### config.mk
export PLATFORM = sky130hd
export DESIGN_NAME = hc_buffer_regfile
export DESIGN_NICKNAME = d
export VERILOG_FILES = /design/src/rtl/hc_buffer_regfile.sv
export SDC_FILE = /design/constraint.sdc
export NUM_CORES = 1
export LEC_CHECK = 0
export BUFFER_PORTS_ARGS = -buffer_cell sky130_fd_sc_hd__buf_4
export CORE_MARGIN = 3
export CORE_UTILIZATION = 25
export CTS_BUF_LIST = sky130_fd_sc_hd__clkbuf_4
export CTS_CLUSTER_DIAMETER = 200
export CTS_CLUSTER_SIZE = 16
export DETAILED_ROUTE_END_ITERATION = 7
export GPL_ROUTABILITY_DRIVEN = 0
export SYNTH_ARGS = -nofsm -noshare
export SYNTH_HDL_FRONTEND = slang
export SYNTH_SLANG_ARGS = --single-unit
export TNS_END_PERCENT = 50
### constraint.sdc
create_clock -name clk -period 11 [get_ports clk]
set_input_delay 2.2 -clock clk [delete_from_list [all_inputs] [get_ports clk]]
set_output_delay 2.2 -clock clk [all_outputs]
set_load 0.005 [all_outputs]
### src/rtl/hc_buffer_regfile.sv
// hc_buffer_regfile: MMIO register file for HardCloud holding the DSM base, control FSM
//   (RST/IDLE/RUN) and NUM_BUFFERS address/size descriptors with bounds checking,
//   descriptor-valid tracking, MMIO readback and a saturating write-error counter.
// Ports: clk/reset (async, active-high); mmio_wr_valid/mmio_rd_valid/mmio_addr (dword)/
//   mmio_tid/mmio_wdata in; mmio_rsp_valid/tid/data out (1-cycle read latency, reads
//   every cycle, no backpressure); engine_done in; dsm_base, buf_addr, buf_size,
//   buf_valid, afu_reset, afu_running, start_pulse, err_cnt out.
// Optional feature: define HC_BUF_LOCK_EN to reject descriptor/DSM writes while in RUN
//   (rejected descriptor writes count as errors).
module hc_buffer_regfile #(
   parameter int          NUM_BUFFERS   = 2,
   parameter logic [15:0] DSM_ADDR      = 16'h110,
   parameter logic [15:0] CONTROL_ADDR  = 16'h118,
   parameter logic [15:0] STATUS_ADDR   = 16'h108,
   parameter logic [15:0] BUF_BASE_ADDR = 16'h120
) (
   input  logic                       clk,
   input  logic                       reset,
   input  logic                       mmio_wr_valid,
   input  logic                       mmio_rd_valid,
   input  logic [15:0]                mmio_addr,
   input  logic [8:0]                 mmio_tid,
   input  logic [63:0]                mmio_wdata,
   output logic                       mmio_rsp_valid,
   output logic [8:0]                 mmio_rsp_tid,
   output logic [63:0]                mmio_rsp_data,
   input  logic                       engine_done,
   output logic [63:0]                dsm_base,
   output logic [64*NUM_BUFFERS-1:0]  buf_addr,
   output logic [32*NUM_BUFFERS-1:0]  buf_size,
   output logic [NUM_BUFFERS-1:0]     buf_valid,
   output logic                       afu_reset,
   output logic                       afu_running,
   output logic                       start_pulse,
   output logic [7:0]                 err_cnt
);

   localparam logic [15:0] DSM_DW    = DSM_ADDR >> 2;
   localparam logic [15:0] CTRL_DW   = CONTROL_ADDR >> 2;
   localparam logic [15:0] STATUS_DW = STATUS_ADDR >> 2;
   localparam logic [15:0] BUF_DW    = BUF_BASE_ADDR >> 2;
   localparam logic [15:0] NB16      = 16'(NUM_BUFFERS);

   localparam logic [31:0] CMD_ASSERT_RST   = 32'h0;
   localparam logic [31:0] CMD_DEASSERT_RST = 32'h1;
   localparam logic [31:0] CMD_START        = 32'h3;
   localparam logic [31:0] CMD_STOP         = 32'h7;

   typedef enum logic [1:0] {
      ST_RST  = 2'd0,
      ST_IDLE = 2'd1,
      ST_RUN  = 2'd2
   } state_t;

   state_t                 state_q, state_d;
   logic [63:0]            dsm_q, dsm_d;
   logic [63:0]            addr_q [NUM_BUFFERS];
   logic [63:0]            addr_d [NUM_BUFFERS];
   logic [31:0]            size_q [NUM_BUFFERS];
   logic [31:0]            size_d [NUM_BUFFERS];
   logic [NUM_BUFFERS-1:0] addr_seen_q, addr_seen_d;
   logic [NUM_BUFFERS-1:0] size_seen_q, size_seen_d;
   logic [7:0]             err_q, err_d;
   logic                   start_q, start_d;
   logic                   rsp_valid_q, rsp_valid_d;
   logic [8:0]             rsp_tid_q, rsp_tid_d;
   logic [63:0]            rsp_data_q, rsp_data_d;

   // Address decode shared by the write and read paths.
   logic        in_range;
   logic        buf_region;
   logic        buf_hit;
   logic        is_size;
   logic [15:0] offset;
   logic [15:0] idx;
   logic        wr;
   logic        ctrl_wr;
   logic [31:0] cmd;
   logic        all_valid;
   logic        wr_locked;
   logic        err_inc;

   assign in_range   = (mmio_addr < 16'h0100);
   assign offset     = mmio_addr - BUF_DW;
   assign buf_region = in_range && (mmio_addr >= BUF_DW);
   assign idx        = {2'b00, offset[15:2]};
   // Odd dword offsets and indices past the table are misses, so nothing can alias.
   assign buf_hit    = buf_region && !offset[0] && (idx < NB16);
   assign is_size    = offset[1];
   assign wr         = mmio_wr_valid && in_range;
   assign ctrl_wr    = wr && (mmio_addr == CTRL_DW);
   assign cmd        = mmio_wdata[31:0];
   assign all_valid  = &(addr_seen_q & size_seen_q);

`ifdef HC_BUF_LOCK_EN
   assign wr_locked = (state_q == ST_RUN);
`else
   assign wr_locked = 1'b0;
`endif

   // Register writes, control FSM and error accounting.
   always_comb begin
      state_d     = state_q;
      dsm_d       = dsm_q;
      addr_d      = addr_q;
      size_d      = size_q;
      addr_seen_d = addr_seen_q;
      size_seen_d = size_seen_q;
      err_inc     = 1'b0;

      if (wr && (mmio_addr == DSM_DW) && !wr_locked) begin
         dsm_d = mmio_wdata;
      end

      if (wr && buf_region) begin
         if (!buf_hit || wr_locked) begin
            err_inc = 1'b1;
         end else begin
            for (int i = 0; i < NUM_BUFFERS; i++) begin
               if (idx == 16'(i)) begin
                  if (is_size) begin
                     size_d[i]      = mmio_wdata[31:0];
                     size_seen_d[i] = 1'b1;
                  end else begin
                     addr_d[i]      = mmio_wdata;
                     addr_seen_d[i] = 1'b1;
                  end
               end
            end
         end
      end

      if (ctrl_wr && (cmd == CMD_ASSERT_RST)) begin
         state_d     = ST_RST;
         addr_seen_d = '0;
         size_seen_d = '0;
      end else begin
         case (state_q)
            ST_RST: begin
               if (ctrl_wr && (cmd == CMD_DEASSERT_RST)) state_d = ST_IDLE;
            end
            ST_IDLE: begin
               if (ctrl_wr && (cmd == CMD_START)) begin
                  if (all_valid) state_d = ST_RUN;
                  else           err_inc = 1'b1;
               end
            end
            ST_RUN: begin
               // STOP and engine_done agree on the outcome, so they can coincide.
               if (engine_done || (ctrl_wr && (cmd == CMD_STOP))) state_d = ST_IDLE;
            end
            default: state_d = ST_RST;
         endcase
      end

      err_d   = (err_inc && (err_q != 8'hFF)) ? err_q + 8'd1 : err_q;
      start_d = (state_d == ST_RUN) && (state_q != ST_RUN);
   end

   // Readback uses only _q state, so a read sees values from before any same-cycle write.
   always_comb begin
      rsp_data_d = '0;
      if (in_range) begin
         if (mmio_addr == DSM_DW) begin
            rsp_data_d = dsm_q;
         end else if (mmio_addr == CTRL_DW) begin
            rsp_data_d = {62'b0, state_q};
         end else if (mmio_addr == STATUS_DW) begin
            rsp_data_d = {47'b0, all_valid, err_q, 6'b0, state_q};
         end else if (buf_hit) begin
            for (int i = 0; i < NUM_BUFFERS; i++) begin
               if (idx == 16'(i)) begin
                  rsp_data_d = is_size ? {32'b0, size_q[i]} : addr_q[i];
               end
            end
         end
      end
      if (!mmio_rd_valid) rsp_data_d = '0;
      rsp_valid_d = mmio_rd_valid;
      rsp_tid_d   = mmio_rd_valid ? mmio_tid : 9'd0;
   end

   always_ff @(posedge clk or posedge reset) begin
      if (reset) begin
         state_q     <= ST_RST;
         dsm_q       <= '0;
         addr_seen_q <= '0;
         size_seen_q <= '0;
         err_q       <= '0;
         start_q     <= 1'b0;
         rsp_valid_q <= 1'b0;
         rsp_tid_q   <= '0;
         rsp_data_q  <= '0;
         for (int i = 0; i < NUM_BUFFERS; i++) begin
            addr_q[i] <= '0;
            size_q[i] <= '0;
         end
      end else begin
         state_q     <= state_d;
         dsm_q       <= dsm_d;
         addr_seen_q <= addr_seen_d;
         size_seen_q <= size_seen_d;
         err_q       <= err_d;
         start_q     <= start_d;
         rsp_valid_q <= rsp_valid_d;
         rsp_tid_q   <= rsp_tid_d;
         rsp_data_q  <= rsp_data_d;
         for (int i = 0; i < NUM_BUFFERS; i++) begin
            addr_q[i] <= addr_d[i];
            size_q[i] <= size_d[i];
         end
      end
   end

   always_comb begin
      buf_addr = '0;
      buf_size = '0;
      for (int i = 0; i < NUM_BUFFERS; i++) begin
         buf_addr[64*i +: 64] = addr_q[i];
         buf_size[32*i +: 32] = size_q[i];
      end
   end

   assign dsm_base       = dsm_q;
   assign buf_valid      = addr_seen_q & size_seen_q;
   assign afu_reset      = (state_q == ST_RST);
   assign afu_running    = (state_q == ST_RUN);
   assign start_pulse    = start_q;
   assign err_cnt        = err_q;
   assign mmio_rsp_valid = rsp_valid_q;
   assign mmio_rsp_tid   = rsp_tid_q;
   assign mmio_rsp_data  = rsp_data_q;

endmodule

After elaboration in Yosys (flattened, before gate mapping). Index checks and enable logic that the tools add are counted.

Logic and storage cells: 102. Bits of input ports: 94. Flip-flop bits (word level): 345. Output and inout port bits: 343.

Multiplexer cells: 35. Reduce and logical (&&, ||, !) cells: 32. Equality and inequality tests: 13. Magnitude comparators: 3. Bitwise gates (word level): 2. Add/sub/neg operators: 2.

Operators with widths (count): $mux 64 (10); $eq 16x7->1 const B (3); $eq 32x1->1 const B (1); $eq 32x2->1 const B (1); $eq 32x3->1 const B (1); $logic_not 32->1 (1); $reduce_and 4->1 (8); $mux 2 (11); $ge 16x7->1 const B (1); $logic_not 16->1 (1); $lt 16x9->1 const B (1); $sub 16x7->16 const B (1); $eq 14x1->1 const B (1); $lt 14x2->1 const B (1); $logic_and 1x1->1 (13); $mux 1 (12); $reduce_bool 2->1 (5); $mux 9 (1); $add 8x1->8 const B (1); $ne 8x8->1 const B (1); $pmux 2 s3 (1); $eq 2x2->1 const B (2); $and 2x2->2 (1); $eq 2x1->1 const B (1); 7 further kinds (7).

Depth between registers and ports, before layout. Gate-level depths: netlist of run 1.

Depth in word-level cells: 11. Gate-level depth with buffers: 9. Depth with buffers taken out: 7.

Least setup slack after synthesis of run 1. OpenSTA, ideal clock, no wires.

Path type: input-to-reg. Start: input port mmio_addr[4]. End: register addr_q (netlist bit buf_addr[100]). Data arrival time: 4.254 ns. Data required time: 10.875 ns. Path buffers: 2. Setup slack: 6.621 ns. Cell stages on the path: 9. Library setup time: 0.125 ns. Cells stage by stage: inv_1 ha_1 nand4b_1 or4b_4 a211oi_4 o211ai_2 buf_6 buf_6 mux2_4.

Cells in the longest elaborated chain, start to end: 5.

RTL lines: start: declaration (RTL line 21) `input logic [15:0] mmio_addr,`; parallel branches: the longest is 4 deep, another holds $sub 16x7->16; $reduce_and 4->1 (no line) *; end signal: indexed assignment (RTL line 209) `addr_q[i] <= addr_d[i];`; end: declaration (RTL line 57) `logic [63:0] addr_q [NUM_BUFFERS];`.

Every way passes the cells marked *. A chain may end at the register's enable or synchronous reset.

Final worst setup path of run 1.
Start: input port mmio_addr[14]. End: register addr_q (netlist bit buf_addr[21]).

The elaborated chain is that of the path after synthesis.

==> results of run 1 <==
[cells in the final DEF, fill, tap and decap left out, types with 5 or more instances in the layout]
| master | count |
|---|---|
| mux2i_1 | 12 |
| mux4_2 | 32 |
| nand3_1 | 10 |
| nand4_1 | 5 |
| clkbuf_4 | 25 |
| nor4_1 | 17 |
| and2_1 | 10 |
| a21oi_1 | 39 |
| buf_4 | 451 |
| diode_2 | 5 |
| nor2_1 | 39 |
| inv_1 | 8 |
| mux2_2 | 180 |
| mux2_4 | 98 |
| nand2_1 | 38 |
| o2111ai_1 | 21 |
| a222oi_1 | 8 |
| a211oi_1 | 5 |
| o211ai_1 | 14 |
| nand2b_1 | 5 |
| and3_1 | 5 |
| a22oi_1 | 22 |
| nor3_1 | 16 |
| dfrtp_1 | 345 |
[report_power, final]
part / switching, W / total [W] / internal [W]
sequential: 0.00000122 / 0.00127 / 0.00127
combinational: 0.0000783 / 0.000119 / 0.0000403
clock: 0.000413 / 0.000521 / 0.000108
total: 0.000493 / 0.00191 / 0.00142
[per-stage QoR]
step / utilization / total power [W]
after CTS: 0.3256 / 0.001949
after global routing: 0.3257 / 0.001997
after global placement: 0.3223 / 0.001415
after floorplan: - / 0.001343
final: 0.3258 / 0.001912
after detailed placement: 0.3223 / 0.001418
[worst max-delay path, stage by stage]
cell and delay, ns:
buf_4 0.14, nor4_2 0.66, nand3_1 0.75, nor4b_1 0.67, o211ai_4 0.45, buf_4 0.50, mux2_4 0.45
[kinds of logic (layout without fill, tap and decap cells)]
group | Yosys count | in the layout | share of synthesized area
buffers and inverters | 80 | 489 | 0.02603
XOR/XNOR | 4 | 4 | 0.002271
AND/OR/NAND/NOR | 179 | 179 | 0.06122
flip-flops | 345 | 345 | 0.5595
AO/OA/AOI/OAI | 131 | 131 | 0.06585
adder cells (fa/ha/maj) | 3 | 3 | 0.002433
multiplexers | 324 | 324 | 0.2827
other | 0 | 5 | 0
[routing by layer]
layer  up-vias  track usage  wire (µm)
met4         0      0.04669       1377
li1       4789            -          -
met5         -            0          0
met2       479       0.2695      25970
met3        83      0.04446       4724
met1      5791       0.2200      23760
[path summary, 6_finish.rpt]
check	endpoint	slack (ns)	depth (start not counted)	start
worst max-delay path	buf_addr[21]$_DFFE_PP0P_	5.68	7	mmio_addr[14]
worst min-delay path	buf_size[40]$_DFFE_PP0P_	0.55	1	buf_size[40]$_DFFE_PP0P_
worst max register to register	err_cnt[1]$_DFFE_PP0P_	8.71	6	err_cnt[1]$_DFFE_PP0P_
worst min register to register	buf_size[40]$_DFFE_PP0P_	0.55	1	buf_size[40]$_DFFE_PP0P_
max in group asynchronous	buf_size[22]$_DFFE_PP0P_	8.03	4	reset
min in group asynchronous	mmio_rsp_tid[6]$_DFF_PP0_	1.29	2	reset
[flip-flops by register name (all words and copies together), names as in the netlist]
name / flops
mmio_rsp_data: 64
state_q: 2
size_seen_q: 2
buf_addr: 128
buf_size: 64
mmio_rsp_valid: 1
addr_seen_q: 2
dsm_base: 64
err_cnt: 8
start_pulse: 1
mmio_rsp_tid: 9
[layout make-up]
class | instances | share of cell area
Antenna cell | 5 | 0.0006327
Multi-Input combinational cell | 641 | 0.3281
Timing Repair Buffer | 453 | 0.1732
Tap cell | 782 | 0.04947
Inverter | 9 | 0.001898
Sequential cell | 345 | 0.4365
Clock buffer | 25 | 0.009490
Clock inverter | 2 | 0.0006327
==> run metrics, run 1 <==
FF/Latch Area 0.008633 mm²; final worst slack 5.685 ns; P&R area growth vs syn 28.17%; final instance area 0.01978 mm²; endpoints failing setup 0; vias 11140; Async S/R FF share, synth 1.000; leakage 9.994 nW; Least-Margin Pin Slew 1.211 ns; GR Overflow Total 0; Die Ht 254.4 µm; worst hold slack 0.5541 ns; placed cells 2230; Skew-Pair Late Insertion Delay 0.82 ns; Post-synth EDFFs 0; area share of the largest cell type after synthesis 0.5595; largest net degree at the start of global routing 157; Post-synth top cells dfrtp_1 (345), mux2_2 (180), mux2_4 (98); GRT Util Overall 0.1664; slew margin rel. 0.1920; nets@finish 1572; DRT iter0 DRCs 645; vias in the first global route 11720; CTS Buffer Depth 3; total CTS buffers 25; arrival time at the worst endpoint 5.98 ns; DRT Pass-1 Iters 6; # IOs 437; Setup WS pre-CTS 4.928 ns; FMAX 0.1881 GHz; DRT Wirelength 55830 µm; pins over their slew limit 0; Setup crit end kind flop; WL per Instance 24.68 µm; Max Cap Violations 0; fin crit period 5.315 ns; clock root buffer clkbuf_4; HPWL after DPL 38370 µm; Die X 254.4 µm; Synth Area per Inst 14.47 µm²; Post-synth top flop dfrtp_1; hold_buf cts 0; Area after DPL 0.01956 mm²; htree depth 1; syn nets 1163; initial antenna violation count 2; final worst path period share 0.4832; largest area contributor in the netlist dfrtp_1; Clock Pin Slew Worst Setup and Hold Paths 0.17 ns; Resize count post-CTS 0; Synth Instances 1066; total standard cell area after synthesis 0.01543 mm²; Worst Setup Start Kind primary input; Hold Path Class reg -> reg; Setup Total Neg Slack 0 ns; CP required 11.66 ns; buffers added on ports 436; Worst VDD drop 0.05717 mV; area of the multi-input gates 0.006489 mm²; CTS tree built; clk_skew 0.06359 ns; outcome finished, final reports clean; top cells by area, synth dfrtp_1 (56%), mux2_2 (13%), mux2_4 (9.5%); sequential share of the synthesized area 0.5595; Non-Filler Instances 2262; final hold violations 0; fillcell total 6067; Seq cells post-synth 345; Core ar. 0.06070 mm²; Cell Rows 90; layout cells sized above 1 0.5492; Synth Warn # 0; Pwr Density 96.69 mW/mm²; vias per cell 4.926; most common cell in the netlist dfrtp_1; # DRC 0; Starting Density 0.2542; postcts setup bufs 0; Detail Route Antenna Nets 0; Cell variety after synth 56; Worst Path Max Fanout 47; clock sink count 345; die area 0.06474 mm²; critical path class in -> reg; RSZ-0062 raised after global routing no; global-route wire length before repair 80820 µm
(Power assumes the default switching activity.)
==> run 2: changes to the inputs <==
clock period = 4.5 ns   (was 11 ns; I/O delays follow)
==> run metrics, run 2 (same netlist as run 1, synthesis figures left out) <==
Worst Path Max Fanout 36; Starting Density 0.2542; Die Ht 254.4 µm; fillcell total 5980; htree depth 1; # DRC 0; critical path class in -> reg; Crit path top cell by count buf_4; hold_buf cts 0; GRT Util Overall 0.1677; DRT Wirelength 56530 µm; Worst path top cell family by delay simple AND/OR/NAND/NOR gates; vias 11220; max FFs per register 128; final worst path period share 0.6360; buffers added on ports 436; Resize count post-CTS 0; FMAX 0.3494 GHz; pins over their slew limit 0; placed cells 2241; P&R area growth vs syn 28.88%; vias per cell 4.944; die area 0.06474 mm²; Die X 254.4 µm; crit-path cells buf_4, inv_1, ha_1, nand4b_1, or4b_4, a211oi_4, o211ai_4, buf_4, mux2_4; fin crit period 2.862 ns; leakage 10.06 nW; area of the multi-input gates 0.006489 mm²; Max Cap Violations 0; layout cells sized above 1 0.5522; clock sink count 345; Worst VDD drop 0.1420 mV; clk_skew 0.04532 ns; final hold violations 0; CTS Buffer Depth 3; total CTS buffers 25; slowest CP cell or4b_4; postcts setup bufs 0; endpoints failing setup 0; most frequent cells in the layout buf_4 (459), dfrtp_1 (345), mux2_2 (180); RSZ-0062 raised after global routing no; DRT Pass-1 Iters 7; WL per Instance 24.91 µm; GR Overflow Total 0; FF/Latch Area 0.008633 mm²; HPWL after DPL 38460 µm; outcome finished, final reports clean; Area after DPL 0.01968 mm²; Hold Path Class in -> async; Cell Rows 90; Detail Route Antenna Nets 0; worst path buffer plus inverter count 3; final instance area 0.01989 mm²; slew margin rel. 0.3638; Reg2Reg Launch Point state_q[1]$_DFF_PP0_; vias in the first global route 11850; Non-Filler Instances 2269; worst hold slack 0.1328 ns; largest net degree at the start of global routing 120; Worst Setup Start Kind primary input; crit-path max cell delay 0.61 ns; Skew-Pair Late Insertion Delay 0.82 ns; CTS tree built; initial antenna violation count 3; crit path from mmio_addr[3]; Core ar. 0.06070 mm²; CP required 5.19 ns; clock root buffer clkbuf_4; Clock Pin Slew Worst Setup and Hold Paths 0.18 ns; global-route wire length before repair 81720 µm; commonest non-fill, non-tap cell in the layout buf_4; final total power 0.004693 W; Pwr Density 236.0 mW/mm²; Least-Margin Pin Slew 0.9542 ns; Setup crit end kind flop; arrival time at the worst endpoint 3.55 ns; # IOs 437; nets@finish 1583; DRT iter0 DRCs 695
run 2: changes by cell type in the layout (fill, tap and decap cells not counted):
cell     before  now
buf_4       451  459
buf_12        2    5
diode_2       5    2
inv_2         1    0
run 2: metal layers:
metal,GRT usage,routed length [µm]
met5,0,17
met4,0.04210,1271
met3,0.04742,5058
met2,0.2784,27060
met1,0.2162,23120
run 2: area by class of cell:
| type | count | share of cell area |
|---|---|---|
| Inverter | 9 | 0.001888 |
| Antenna cell | 2 | 0.0002517 |
| Clock inverter | 1 | 0.0004404 |
| Multi-Input combinational cell | 641 | 0.3263 |
| Tap cell | 782 | 0.04920 |
| Timing Repair Buffer | 464 | 0.1783 |
| Sequential cell | 345 | 0.4342 |
| Clock buffer | 25 | 0.009438 |
run 2: final timing paths:
check	cells past startpoint	to	slack, ns
max	9	buf_addr[108]$_DFFE_PP0P_	1.64
min	2	mmio_rsp_tid[3]$_DFF_PP0_	0.13
max reg2reg	5	err_cnt[3]$_DFFE_PP0P_	2.12
min reg2reg	2	mmio_rsp_data[42]$_DFF_PP0_	0.55
max in group asynchronous	3	dsm_base[38]$_DFFE_PP0P_	3.26
min in group clk	1	mmio_rsp_valid$_DFF_PP0_	0.28
run 2: stage by stage:
stage | TNS [ns] | utilization | setup WS [ns]
after detailed placement | 0 | 0.3243 | 0.8204
final | 0 | 0.3276 | 1.638
after CTS | 0 | 0.3275 | 1.624
after floorplan | -350.68 | - | -1.016
after global placement | 0 | 0.3243 | 0.8563
after global routing | 0 | 0.3276 | 1.591
run 2: where the power goes:
part           total (W)  switching [W]  internal, W
combinational   0.000300       0.000197     0.000102
sequential       0.00311     0.00000325      0.00311
clock            0.00128        0.00102     0.000261
